[src/rtl/fetch_pkg.sv]
// Shared types and constants for the fetch/decode/indirect sequencer.
package fetch_pkg;

  // Common-bus source select codes.
  typedef enum logic [2:0] {
    BUS_NONE = 3'd0,
    BUS_AR   = 3'd1,
    BUS_PC   = 3'd2,
    BUS_DR   = 3'd3,
    BUS_AC   = 3'd4,
    BUS_IR   = 3'd5,
    BUS_TR   = 3'd6,
    BUS_MEM  = 3'd7
  } bus_sel_t;

  // Sequencer states; T0..T3 are the classic timing steps.
  typedef enum logic [2:0] {
    IDLE = 3'd0,
    T0   = 3'd1,
    T1   = 3'd2,
    T2   = 3'd3,
    T3   = 3'd4,
    EXEC = 3'd5
  } state_t;

  // Register-reference / IO opcode: its I bit selects IO vs register ops,
  // so it never means an indirect operand fetch.
  localparam logic [2:0] OPC_REG_IO = 3'd7;

  // Width of the sequence counter.
  localparam int SC_BITS = 4;

  // True when the decoded instruction needs the indirect address cycle.
  function automatic logic takes_indirect(input logic [2:0] opcode, input logic i_bit);
    takes_indirect = i_bit && (opcode != OPC_REG_IO);
  endfunction

endpackage

[src/rtl/RippleCarryIncrementer.sv]
// Plain ripple-carry +1 incrementer; carry_out flags the wrap from all-ones.
module RippleCarryIncrementer #(
  parameter int BITS = 4
) (
  input  logic [BITS-1:0] value,
  output logic [BITS-1:0] result,
  output logic            carry_out
);

  logic [BITS:0] carry_s;

  assign carry_s[0] = 1'b1;

  // One half-adder per bit, carry rippling upward.
  for (genvar i = 0; i < BITS; i++) begin : g_bit
    assign result[i]    = value[i] ^ carry_s[i];
    assign carry_s[i+1] = value[i] & carry_s[i];
  end

  assign carry_out = carry_s[BITS];

endmodule

[src/rtl/fetch_sequencer.sv]
// Fetch/decode/indirect control sequencer of the basic computer.
// Strobes and bus select are decoded from state and inputs; opcode, I bit,
// sequence counter and the execute start pulse are registered.
module fetch_sequencer
  import fetch_pkg::*;
#(
  parameter int ADDR_BITS = 12,
  parameter int WORD_BITS = 16
) (
  input  logic                 clock,
  input  logic                 reset_n,
  input  logic                 run_in,
  input  logic [WORD_BITS-1:0] ir_in,
  input  logic                 mem_ready_in,
  input  logic                 exec_done_in,
  output logic [2:0]           bus_sel_out,
  output logic                 ar_load_out,
  output logic                 pc_increment_out,
  output logic                 ir_load_out,
  output logic                 mem_read_out,
  output logic [2:0]           opcode_out,
  output logic                 indirect_out,
  output logic                 exec_start_out,
  output logic [SC_BITS-1:0]   sc_out,
  output logic                 busy_out
);

  state_t             state_r;
  state_t             next_state_s;
  bus_sel_t           bus_sel_s;
  logic               ar_load_s;
  logic               pc_increment_s;
  logic               ir_load_s;
  logic               mem_read_s;
  logic [2:0]         opcode_r;
  logic               indirect_r;
  logic               exec_start_r;
  logic [SC_BITS-1:0] sc_r;
  logic [SC_BITS-1:0] sc_inc_s;
  logic               sc_carry_s;
  logic [SC_BITS-1:0] sc_next_s;
  logic [2:0]         ir_opcode_s;
  logic               ir_i_bit_s;

  // The address field travels over the bus, not through this block.
  logic unused_addr_s;
  assign unused_addr_s = ^ir_in[ADDR_BITS-1:0];

  assign ir_opcode_s = ir_in[WORD_BITS-2 -: 3];
  assign ir_i_bit_s  = ir_in[WORD_BITS-1];

  RippleCarryIncrementer #(
    .BITS(SC_BITS)
  ) u_sc_inc (
    .value    (sc_r),
    .result   (sc_inc_s),
    .carry_out(sc_carry_s)
  );

  // Saturate: a carry out means sc_r is already all ones, so keep it.
  assign sc_next_s = sc_carry_s ? sc_r : sc_inc_s;

  // Decode strobes, bus select and next state from the current state.
  always_comb begin
    next_state_s   = state_r;
    bus_sel_s      = BUS_NONE;
    ar_load_s      = 1'b0;
    pc_increment_s = 1'b0;
    ir_load_s      = 1'b0;
    mem_read_s     = 1'b0;
    case (state_r)
      IDLE: begin
        if (run_in) begin
          next_state_s = T0;
        end else begin
          next_state_s = IDLE;
        end
      end
      T0: begin
        bus_sel_s    = BUS_PC;
        ar_load_s    = 1'b1;
        next_state_s = T1;
      end
      T1: begin
        bus_sel_s  = BUS_MEM;
        mem_read_s = 1'b1;
        if (mem_ready_in) begin
          ir_load_s      = 1'b1;
          pc_increment_s = 1'b1;
          next_state_s   = T2;
        end else begin
          next_state_s = T1;
        end
      end
      T2: begin
        bus_sel_s = BUS_IR;
        ar_load_s = 1'b1;
        if (takes_indirect(ir_opcode_s, ir_i_bit_s)) begin
          next_state_s = T3;
        end else begin
          next_state_s = EXEC;
        end
      end
      T3: begin
        bus_sel_s  = BUS_MEM;
        mem_read_s = 1'b1;
        if (mem_ready_in) begin
          ar_load_s    = 1'b1;
          next_state_s = EXEC;
        end else begin
          next_state_s = T3;
        end
      end
      EXEC: begin
        if (exec_done_in) begin
          if (run_in) begin
            next_state_s = T0;
          end else begin
            next_state_s = IDLE;
          end
        end else begin
          next_state_s = EXEC;
        end
      end
      default: begin
        next_state_s = IDLE;
      end
    endcase
  end

  // State, decoded-field latch, sequence counter and execute start pulse.
  always_ff @(posedge clock) begin
    if (!reset_n) begin
      state_r      <= IDLE;
      opcode_r     <= 3'd0;
      indirect_r   <= 1'b0;
      sc_r         <= {SC_BITS{1'b0}};
      exec_start_r <= 1'b0;
    end else begin
      state_r      <= next_state_s;
      exec_start_r <= (next_state_s == EXEC) && (state_r != EXEC);
      if (state_r == T2) begin
        opcode_r   <= ir_opcode_s;
        indirect_r <= ir_i_bit_s;
      end else begin
        opcode_r   <= opcode_r;
        indirect_r <= indirect_r;
      end
      if ((next_state_s == T0) || (next_state_s == IDLE)) begin
        sc_r <= {SC_BITS{1'b0}};
      end else begin
        sc_r <= sc_next_s;
      end
    end
  end

  // While held in reset every strobe is quiet, whatever the state register says.
  assign bus_sel_out      = reset_n ? bus_sel_s : BUS_NONE;
  assign ar_load_out      = reset_n & ar_load_s;
  assign pc_increment_out = reset_n & pc_increment_s;
  assign ir_load_out      = reset_n & ir_load_s;
  assign mem_read_out     = reset_n & mem_read_s;
  assign exec_start_out   = reset_n & exec_start_r;
  assign busy_out         = reset_n & (state_r != IDLE);
  assign opcode_out       = opcode_r;
  assign indirect_out     = indirect_r;
  assign sc_out           = sc_r;

endmodule

[config.mk]
export PLATFORM = sky130hd
export DESIGN_NAME = fetch_sequencer
export DESIGN_NICKNAME = d
export VERILOG_FILES = /design/src/rtl/fetch_pkg.sv /design/src/rtl/RippleCarryIncrementer.sv /design/src/rtl/fetch_sequencer.sv
export SDC_FILE = /design/constraint.sdc
export NUM_CORES = 1
export LEC_CHECK = 0
export CAP_MARGIN = 30
export CORE_MARGIN = 2
export CORE_UTILIZATION = 39
export CTS_CLUSTER_SIZE = 12
export DETAILED_ROUTE_END_ITERATION = 10
export PLACE_DENSITY = 0.83
export SYNTH_ARGS = -nofsm -noshare
export SYNTH_HDL_FRONTEND = slang
export SYNTH_SLANG_ARGS = --single-unit
[constraint.sdc]
create_clock -name clock -period 3.53 [get_ports clock]
set_input_delay 0.353 -clock clock [delete_from_list [all_inputs] [get_ports clock]]
set_output_delay 0.353 -clock clock [all_outputs]
set_load 0.03 [all_outputs]
==> results of run 1 <==
-- metal layers --
layer	vias up	share of wire, %
met5	-	0
met4	0	2.9
li1	311	-
met3	5	6.1
met2	23	50
met1	282	41
-- layout make-up --
cell class                 instances  area [µm²]  share of cell area (%)
timing repair buffer              25         250                    27.3
clock buffer                       3        22.5                    2.46
tap                               16        20.0                    2.19
multi-input combinational         58         375                    41.0
sequential                        12         240                    26.2
inverter                           2        7.51                   0.820
-- worst min-delay path by stage --
stage / cells after the start / slack [ps] / end
after detailed placement: 2 / 450 / opcode_out[2]$_SDFFE_PN0P_
after CTS: 2 / 460 / opcode_out[2]$_SDFFE_PN0P_
after global routing: 2 / 490 / opcode_out[2]$_SDFFE_PN0P_
final: 2 / 460 / opcode_out[2]$_SDFFE_PN0P_
after floorplan: 2 / 500 / indirect_out$_SDFFE_PN0P_
after global placement: 2 / 450 / indirect_out$_SDFFE_PN0P_
-- flip-flops by register name, indices dropped and copies added, names as in the netlist --
| name | cells |
|---|---|
| exec_start_r | 1 |
| indirect_out | 1 |
| opcode_out | 3 |
| sc_out | 4 |
| state_r | 3 |
-- through the flow --
| step | std cells | setup WS (ps) | area, µm² |
|---|---|---|---|
| 4_1_cts | 116 | 1090 | 916 |
| 3_5_place_dp | 113 | 1160 | 893 |
| 2_1_floorplan | 79 | 1720 | 666 |
| 6_report | 116 | 1110 | 916 |
| 3_3_place_gp | 113 | 1150 | 893 |
| 5_1_grt | 116 | 983 | 916 |
-- report_power, final --
group	switching, µW	leakage, µW	internal (µW)
clock network	42.0	0.0000138	39.5
registers	20.9	0.0000973	146
logic	78.2	0.000259	64.0
-- worst register-to-register path, stage by stage (launching register included) --
cell and delay (ps):
sky130_fd_sc_hd__dfxtp_1 530, sky130_fd_sc_hd__and2b_1 310, sky130_fd_sc_hd__nand2_1 200, sky130_fd_sc_hd__o21ai_0 110, sky130_fd_sc_hd__and2_1 170
-- cell families after synthesis --
group | synth area share [%]
AO/OA/AOI/OAI | 20.3
flip-flops | 36.1
adder cells (fa/ha/maj) | 5.64
multiplexers | 4.51
AND/OR/NAND/NOR | 22.0
buffers and inverters | 7.52
XOR/XNOR | 3.95
-- layout by cell type, fill, tap and decap left out, types with 3 or more instances in the layout --
master	instances
sky130_fd_sc_hd__nand2_1	9
sky130_fd_sc_hd__nand3_1	5
sky130_fd_sc_hd__clkbuf_4	3
sky130_fd_sc_hd__mux2i_1	3
sky130_fd_sc_hd__nor2_1	9
sky130_fd_sc_hd__a21oi_1	4
sky130_fd_sc_hd__and3_1	3
sky130_fd_sc_hd__clkdlybuf4s50_1	25
sky130_fd_sc_hd__ha_1	3
sky130_fd_sc_hd__dfxtp_1	12
sky130_fd_sc_hd__xor2_1	3
==> run_results.csv, run 1 <==
group,metric,value,unit
drt,drt_wl_total,1490,µm
hold_path,holdCritStartpoint,"opcode_out[2]$_SDFFE_PN0P_",
clock_tree,path_clk_slew,70,ps
floorplan,fp.dieW,45.3,µm
logic_synthesis,yosys_register_bits,12,
critical_path,critical_path_buf_inv_count,2,
layout,insertedDiodeCount,0,
logic_synthesis,synthMostInstantiatedCell,"sky130_fd_sc_hd__dfxtp_1",
logic_synthesis,ys_top_cells_by_count,"sky130_fd_sc_hd__dfxtp_1 (12), sky130_fd_sc_hd__nand2_1 (9), sky130_fd_sc_hd__nor2_1 (9), sky130_fd_sc_hd__nand3_1 (5)",
layout,final_core_util,58.7,%
place,port_buffers,25,
logic_synthesis,sequential_element_share_of_the_synthesized_area,36.1,%
global_route,grt.met1_usage,16.8,%
run,max-cap-violations,0,
drt,route.detailed.vias_per_inst,5.35,
global_route,grt_pass1_vias,577,
clock_tree,clock_tree.root_cell,"sky130_fd_sc_hd__clkbuf_4",
sta,timing.hold.ws,462,ps
sta,timing.final.crit_share,68.5,%
layout,post_route_cells_drive_above_1_share,5.00,%
floorplan,rows,14,
clock_tree,tritoncts,"done",
clock_tree,cts.repair.resized,0,
sta,tightestPinTransition,456,ps
logic_synthesis,postSynthAreaPerCell,8.43,µm²
critical_path,max_stage_delay,670,ps
critical_path,worstPathCellList,"inv_1 > nor2_1 > o311a_1 > clkdlybuf4s50_1",
floorplan,design.die.area,0.00205,mm²
critical_path,number_of_cells_on_the_worst_reg_to_reg_path,4,
floorplan,floorplan.core_area,0.00156,mm²
sta,slew_viol_final,0,
global_route,grtUsageMet2,28.9,%
critical_path,critPathArrivalTime,2070,ps
global_route,met3_routing_resource_usage_after_global_routing,4.00,%
global_route,grt_max_degree,16,
floorplan,floorplan.initialDensity,42.7,%
drt,first_pass_iters,4,
layout,filler_cell_count,149,
critical_path,cp_num_cells,4,
drt,routed_wire_length_per_instance,12.8,µm
clock_tree,post_cts_buffers,0,
logic_synthesis,most_common_flop_cell_mapped_by_yosys,"sky130_fd_sc_hd__dfxtp_1",
sta,timing.max_slew.rel_slack,69.5,%
logic_synthesis,synth.largest_area_cell,"sky130_fd_sc_hd__dfxtp_1",
floorplan,die_height,45.3,µm
critical_path,endpoint_kind,"output pin",
sta,timing_hold_violations_final,0,
place,finalWeightedCongestion,0.791,
critical_path,cpMaxStageDelayCell,"sky130_fd_sc_hd__clkdlybuf4s50_1",
hold_path,hold_class,"register to register",
critical_path,worst_setup_path_startpoint,"state_r[0]$_SDFF_PN0_",
global_route,grt_first_pass_wirelength,2350,µm
logic_synthesis,yosysWarningCount,0,
sta,min_period,2420,ps
logic_synthesis,synth_top_area_share,36.1,%
logic_synthesis,yosys-top-cells-area,"sky130_fd_sc_hd__dfxtp_1 (36%), sky130_fd_sc_hd__ha_1 (5.6%), sky130_fd_sc_hd__nand2_1 (5.1%)",
sta,clock_skew,8.40,ps
critical_path,critical_path_peak_fanout,14,
critical_path,timing.rr.start,"state_r[2]$_SDFF_PN0_",
logic_synthesis,ys_types,28,
critical_path,worstSetupStartpointType,"register",
global_route,number_of_antenna_violations_at_the_first_check_in_global_routing,0,
drt,drcViolationCount,0,
critical_path,regToRegSetupSlack,2110,ps
global_route,top_usage_layer,"met2",
power_and_ir_drop,static_leakage,0.000370,µW
power_and_ir_drop,fin_total_pwr,391,µW
critical_path,critical_path.reg2reg.endpoint,"state_r[2]$_SDFF_PN0_",
clock_tree,clock_buffers_created_by_tritoncts,3,
floorplan,io-pin-count,38,
critical_path,worst-endpoint-required,3180,ps
status,run_status,"completed",
layout,num-nets-final,126,
clock_tree,h-tree-depth,1,
sta,setup_viol,0,
clock_tree,holdBufCountCts,0,
critical_path,setup.worst_path.class,"register to output pin",
power_and_ir_drop,vdd.ir_drop.worst,212,µV
power_and_ir_drop,pwr_density_cell,427,mW/mm²
drt,drt_first_iter_violations,17,
layout,syn2layout_area_growth,37.6,%
logic_synthesis,netlist_instances,79,
logic_synthesis,synth_enable_flop_cells,0,
logic_synthesis,synth_async_sr_flop_share,0,%
logic_synthesis,mappedNetlistArea,666,µm²
global_route,grt_usage,16.5,%
global_route,overflow,0,
place,placed_wire_length_estimate,1090,µm
sta,highest_attainable_clock_frequency,0.413,GHz
clock_tree,clock_sinks,12,
critical_path,critPathCapture,"bus_sel_out[1]",
sta,setup_repair_after_global_routing_missed_its_margin,"false",
clock_tree,clk_latency,270,ps
drt,ant_nets,0,
sta,tns,0,ps
critical_path,critPathTopFamily,"buffers and inverters",
clock_tree,clock_path_buffers,2,
logic_synthesis,syn-num-nets,103,
drt,dr_total_vias,621,
Power figures use the tool's default switching activity.
==> run 2: changes to the inputs <==
CORE_UTILIZATION = 33   (was 39)
PLACE_DENSITY = 0.75   (was 0.83)
clock period = 2.15 ns   (was 3.53 ns; I/O delays follow)
==> run 2 against run 1 <==
Against the previous run: sequential share of layout area decreased by 1.3 points; via count unchanged; clock power increased by 110%; core utilization decreased by 8.3 points; cell count increased by 13%; critical endpoint is now mem_read_out; largest cell class unchanged.
==> run_results.csv, run 2 (same netlist as run 1, synthesis figures left out) <==
group,metric,value,unit
status,run_status,"completed",
layout,layout.cells.most_common,"sky130_fd_sc_hd__clkdlybuf4s50_1",
power_and_ir_drop,cell_int_power,452,µW
critical_path,worst-endpoint-required,1930,ps
clock_tree,clk_latency,270,ps
layout,post_route_cells_drive_above_1_share,9.62,%
sta,clock_skew,6.68,ps
critical_path,setup.worst_path.class,"register to output pin",
global_route,grt_max_degree,13,
clock_tree,path_clk_slew,70,ps
floorplan,floorplan.core_area,0.00192,mm²
clock_tree,clock_sinks,12,
global_route,number_of_antenna_violations_at_the_first_check_in_global_routing,0,
layout,insertedDiodeCount,0,
critical_path,critPathArrivalTime,1810,ps
sta,timing.max_slew.rel_slack,76.2,%
drt,drt_wl_total,1430,µm
sta,tightestPinTransition,356,ps
power_and_ir_drop,power_frac_comb,36.7,%
floorplan,io-pin-count,38,
power_and_ir_drop,power.switching_fraction,34.2,%
drt,drcViolationCount,0,
sta,timing.final.crit_share,94.3,%
critical_path,worstPathCellList,"buf_4 > xor2_1 > and3_1 > clkdlybuf4s50_1",
power_and_ir_drop,static_leakage,0.000453,µW
critical_path,number_of_cells_on_the_worst_reg_to_reg_path,5,
sta,slew_viol_final,0,
layout,syn2layout_area_growth,45.7,%
floorplan,fp.dieW,48.9,µm
drt,routed_wire_length_per_instance,10.9,µm
place,placed_wire_length_estimate,1120,µm
floorplan,design.die.area,0.00239,mm²
run,max-cap-violations,0,
drt,route.detailed.vias_per_inst,4.74,
drt,first_pass_iters,4,
global_route,grt_pass1_vias,567,
layout,filler_cell_count,201,
clock_tree,h-tree-depth,1,
sta,timing_hold_violations_final,0,
critical_path,critical_path.reg2reg.endpoint,"sc_out[3]$_SDFFE_PP0N_",
clock_tree,clock_path_buffers,2,
drt,drt_first_iter_violations,9,
layout,ff_latch_area,241,µm²
drt,dr_total_vias,621,
sta,tns,0,ps
drt,ant_nets,0,
hold_path,holdCritStartpoint,"reset_n",
floorplan,rows,16,
clock_tree,post_cts_buffers,0,
critical_path,worstSetupStartpointType,"register",
power_and_ir_drop,sequential_power_share,37.9,%
sta,highest_attainable_clock_frequency,0.493,GHz
clock_tree,clock_buffers_created_by_tritoncts,3,
power_and_ir_drop,p_clk_share,25.4,%
clock_tree,tritoncts,"done",
clock_tree,clock_tree.root_cell,"sky130_fd_sc_hd__clkbuf_4",
critical_path,cpMaxStageDelayCell,"sky130_fd_sc_hd__clkdlybuf4s50_1",
critical_path,max_stage_delay,670,ps
global_route,grt_usage,13.4,%
clock_tree,holdBufCountCts,0,
critical_path,timing.rr.start,"sc_out[0]$_SDFFE_PP0N_",
layout,final_cell_mix,"sky130_fd_sc_hd__clkdlybuf4s50_1 (18), sky130_fd_sc_hd__dfxtp_1 (11), sky130_fd_sc_hd__nor2_1 (9), sky130_fd_sc_hd__nand2_1 (9), sky130_fd_sc_hd__nand3_1 (5)",
place,finalWeightedCongestion,0.852,
sta,setup_repair_after_global_routing_missed_its_margin,"false",
floorplan,floorplan.initialDensity,34.6,%
power_and_ir_drop,vdd.ir_drop.worst,468,µV
hold_path,hold_class,"primary input to register",
place,port_buffers,25,
critical_path,regToRegSetupSlack,780,ps
sta,min_period,2030,ps
global_route,grt_first_pass_wirelength,2480,µm
critical_path,endpoint_kind,"output pin",
global_route,overflow,0,
power_and_ir_drop,pwr_density_cell,708,mW/mm²
layout,largest_reg_flops,4,
power_and_ir_drop,switching_power,235,µW
hold_path,timing.hold.worst_path_depth,2,
floorplan,die_height,48.9,µm
hold_path,whs_endpoint,"state_r[0]$_SDFF_PN0_",
layout,num-nets-final,129,
critical_path,critical_path_peak_fanout,6,
layout,multi_input_comb_area,375,µm²
sta,timing.hold.ws,373,ps
sta,setup_viol,0,
[run 2: cell count changes in the layout (fill, tap and decap cells not counted), sizes merged]
cell,change
buf,+3
clkbuf,+1
clkdlybuf4s50,-7
dlygate4sd2,+4
dlymetal6s2s,+3
[run 2: power by group through the flow]
stage	clock network [µW]	logic, µW	registers [µW]
floorplan	0	163	272
global placement	0	257	264
detailed placement	0	259	265
CTS	183	255	261
global route	195	271	265
finish	174	252	261
[run 2: metrics by stage]
stage	power, µW	area [µm²]	worst slack (ps)	util [%]	instances
after floorplan	434	666	479	-	79
after global placement	521	930	58.4	48.4	127
after detailed placement	524	930	67.4	48.4	127
after CTS	699	962	61.3	50.1	131
after global routing	731	970	10.6	50.5	131
final	687	970	123	50.5	131
[run 2: layout make-up]
cell class | instances | share of cell area (%)
Clock buffer | 4 | 3.74
Inverter | 2 | 0.774
Multi-Input combinational cell | 58 | 38.7
Sequential cell | 12 | 24.9
Tap cell | 27 | 3.48
Timing Repair Buffer | 28 | 28.4
[run 2: repair_timing]
action,4_1_cts,5_1_grt
gates resized for setup,5,3
setup endpoints to repair,5,3
cloned,0,0
[run 2: worst max-delay path, delay by kind of cell (launching register included)]
family / cells / cell delay [ps]
flops: 1 / 410
buf+inv: 2 / 850
simple gates: 1 / 160
xor+xnor: 1 / 130
[run 2: how the worst max path moves through the flow]
stage	from	to	cells past startpoint
floorplan	state_r[1]$_SDFF_PN0_	bus_sel_out[2]	5
finish	state_r[1]$_SDFF_PN0_	mem_read_out	4
global placement	reset_n	pc_increment_out	3
detailed placement	reset_n	exec_start_out	4
global route	state_r[1]$_SDFF_PN0_	mem_read_out	4
CTS	state_r[0]$_SDFF_PN0_	ar_load_out	4
[run 2: metal layers]
| layer | track usage (%) | wire [µm] |
|---|---|---|
| met1 | 16.4 | 647 |
| met2 | 21.5 | 708 |
| met3 | 6.44 | 78 |
| met4 | 2.86 | 0 |
| met5 | 0 | 0 |
==> run 3: changes to the inputs <==
CORE_UTILIZATION = 35   (was 33)
CTS_BUF_LIST = sky130_fd_sc_hd__clkbuf_4 sky130_fd_sc_hd__clkbuf_8   (was unset)
PLACE_DENSITY = 0.79   (was 0.75)
==> run 3 against run 2 <==
Against the previous run: count of clock-buffer cells in the layout down 1; worst hold slack improved by 89 ps; sequential power barely moved; sequential share of layout area rose by 0.49 points; clock skew shrank 1.6 ps; critical endpoint is now bus_sel_out[1]; register-to-register slack improved by 30 ps; cell count is 2.3% lower; largest power group unchanged; critical path type unchanged; wire length rose by 6.6%; die area is 5.2% lower; first-iteration DRC count stayed put; highest routed layer is now met4; non-clock buffer count unchanged.
==> run_results.csv, run 3 (same netlist as run 1, synthesis figures left out) <==
group,metric,value,unit
critical_path,endpoint_kind,"output pin",
sta,min_period,2030,ps
clock_tree,tritoncts,"done",
layout,layout.cells.most_common,"sky130_fd_sc_hd__clkdlybuf4s50_1",
clock_tree,clock_sinks,12,
sta,timing.final.crit_share,94.6,%
layout,post_route_cells_drive_above_1_share,8.74,%
critical_path,max_stage_delay,670,ps
run,max-cap-violations,0,
critical_path,worst_setup_path_startpoint,"state_r[0]$_SDFF_PN0_",
critical_path,setup.worst_path.class,"register to output pin",
drt,first_pass_iters,4,
drt,route.detailed.vias_per_inst,4.80,
power_and_ir_drop,static_leakage,0.000438,µW
floorplan,floorplan.core_area,0.00176,mm²
clock_tree,holdBufCountCts,0,
clock_tree,clock_buffers_created_by_tritoncts,3,
global_route,number_of_antenna_violations_at_the_first_check_in_global_routing,0,
critical_path,worstPathCellList,"inv_1 > nor2_1 > o311a_1 > clkdlybuf4s50_1",
global_route,grt_first_pass_wirelength,2420,µm
clock_tree,h-tree-depth,1,
floorplan,die_height,47.6,µm
critical_path,critical_path.reg2reg.endpoint,"sc_out[3]$_SDFFE_PP0N_",
drt,dr_total_vias,614,
power_and_ir_drop,vdd.ir_drop.worst,352,µV
critical_path,critical_path_peak_fanout,6,
power_and_ir_drop,pwr_density_cell,684,mW/mm²
sta,timing_hold_violations_final,0,
sta,highest_attainable_clock_frequency,0.491,GHz
critical_path,timing.rr.start,"sc_out[0]$_SDFFE_PP0N_",
layout,insertedDiodeCount,0,
layout,final_core_util,53.9,%
floorplan,io-pin-count,38,
floorplan,rows,15,
layout,largest_reg_flops,4,
critical_path,worstSetupStartpointType,"register",
layout,syn2layout_area_growth,42.9,%
place,place.detailed.instances,125,
drt,drt_first_iter_violations,9,
sta,tns,0,ps
global_route,grt_max_degree,13,
sta,setup_viol,0,
global_route,grt_pass1_vias,602,
hold_path,holdCritStartpoint,"indirect_out$_SDFFE_PN0P_",
drt,drcViolationCount,0,
sta,slew_viol_final,0,
floorplan,fp.dieW,47.6,µm
sta,tightestPinTransition,351,ps
global_route,overflow,0,
clock_tree,path_clk_slew,70,ps
sta,setup_repair_after_global_routing_missed_its_margin,"false",
drt,drt_wl_total,1530,µm
critical_path,regToRegSetupSlack,810,ps
place,placed_wire_length_estimate,1230,µm
global_route,grt_usage,15.3,%
drt,ant_nets,0,
clock_tree,clock_tree.root_cell,"sky130_fd_sc_hd__clkbuf_4",
critical_path,worst-endpoint-required,1930,ps
place,finalWeightedCongestion,0.804,
clock_tree,post_cts_buffers,0,
layout,fin_cells,128,
status,run_status,"completed",
sta,clock_skew,5.05,ps
hold_path,timing.hold.worst_path_depth,2,
sta,timing.max_slew.rel_slack,76.5,%
critical_path,number_of_cells_on_the_worst_reg_to_reg_path,5,
floorplan,design.die.area,0.00227,mm²
hold_path,hold_class,"register to register",
hold_path,whs_endpoint,"indirect_out$_SDFFE_PN0P_",
clock_tree,clock_path_buffers,2,
drt,routed_wire_length_per_instance,11.9,µm
layout,final_cell_mix,"sky130_fd_sc_hd__clkdlybuf4s50_1 (19), sky130_fd_sc_hd__dfxtp_1 (11), sky130_fd_sc_hd__nor2_1 (9), sky130_fd_sc_hd__nand2_1 (9), sky130_fd_sc_hd__nand3_1 (5)",
layout,num-nets-final,129,
critical_path,critPathArrivalTime,1820,ps
place,port_buffers,25,
clock_tree,clk_latency,270,ps
floorplan,floorplan.initialDensity,37.7,%
critical_path,cpMaxStageDelayCell,"sky130_fd_sc_hd__clkdlybuf4s50_1",
[run 3: cell count changes in the layout (fill, tap and decap cells not counted), sizes merged]
| cell | change |
|---|---|
| clkbuf | -1 |
| clkdlybuf4s50 | +1 |
| dlymetal6s2s | -1 |
[run 3: worst max-delay path by stage]
stage / endpoint
6_report: bus_sel_out[1]
5_1_grt: bus_sel_out[1]
4_1_cts: bus_sel_out[1]
3_5_place_dp: pc_increment_out
3_3_place_gp: pc_increment_out
2_1_floorplan: bus_sel_out[2]
[run 3: per-layer routing]
layer | track usage, % | vias up | share of wire (%)
li1 | - | 320 | -
met1 | 18.3 | 275 | 45
met2 | 25.9 | 17 | 51
met3 | 3.77 | 2 | 3.8
met4 | 6.49 | 0 | 0.85
met5 | 0 | - | 0
[run 3: per-stage QoR]
stage | instance area, µm² | worst slack (ps) | total power (µW) | hold WS, ps
after floorplan | 666 | 479 | 434 | 361
after global placement | 927 | 74.2 | 521 | 442
after detailed placement | 927 | 82.3 | 526 | 456
after CTS | 945 | 41.0 | 657 | 467
after global routing | 951 | 46.7 | 693 | 497
final | 951 | 115 | 651 | 462
[run 3: report_power, final]
| part | internal, µW | switching (µW) | leakage (µW) |
|---|---|---|---|
| clock network | 64.8 | 70.7 | 0.0000138 |
| registers | 240 | 20.7 | 0.0000978 |
| logic | 109 | 145 | 0.000327 |
[run 3: area by class of cell]
type	instances	area, µm²
clock buffers	3	22.5
fillers	182	813
inverters	2	7.51
multi-input cells	58	375
flip-flops and latches	12	241
well taps	25	31.3
repair buffers	28	273
[run 3: repair_timing]
| item | 4_1_cts | 5_1_grt |
|---|---|---|
| pin swaps | 0 | 0 |
| gates resized for setup | 4 | 3 |
| endpoints found under the hold margin | 0 | 0 |
| setup endpoints to repair | 4 | 4 |
[run 3: worst max-delay path: cells and delay by family (launching register included)]
kind | cells | cell delay, ps
AND/OR/NAND/NOR | 1 | 160
AO/OA/AOI/OAI | 1 | 180
buffers and inverters | 2 | 790
flip-flops | 1 | 420
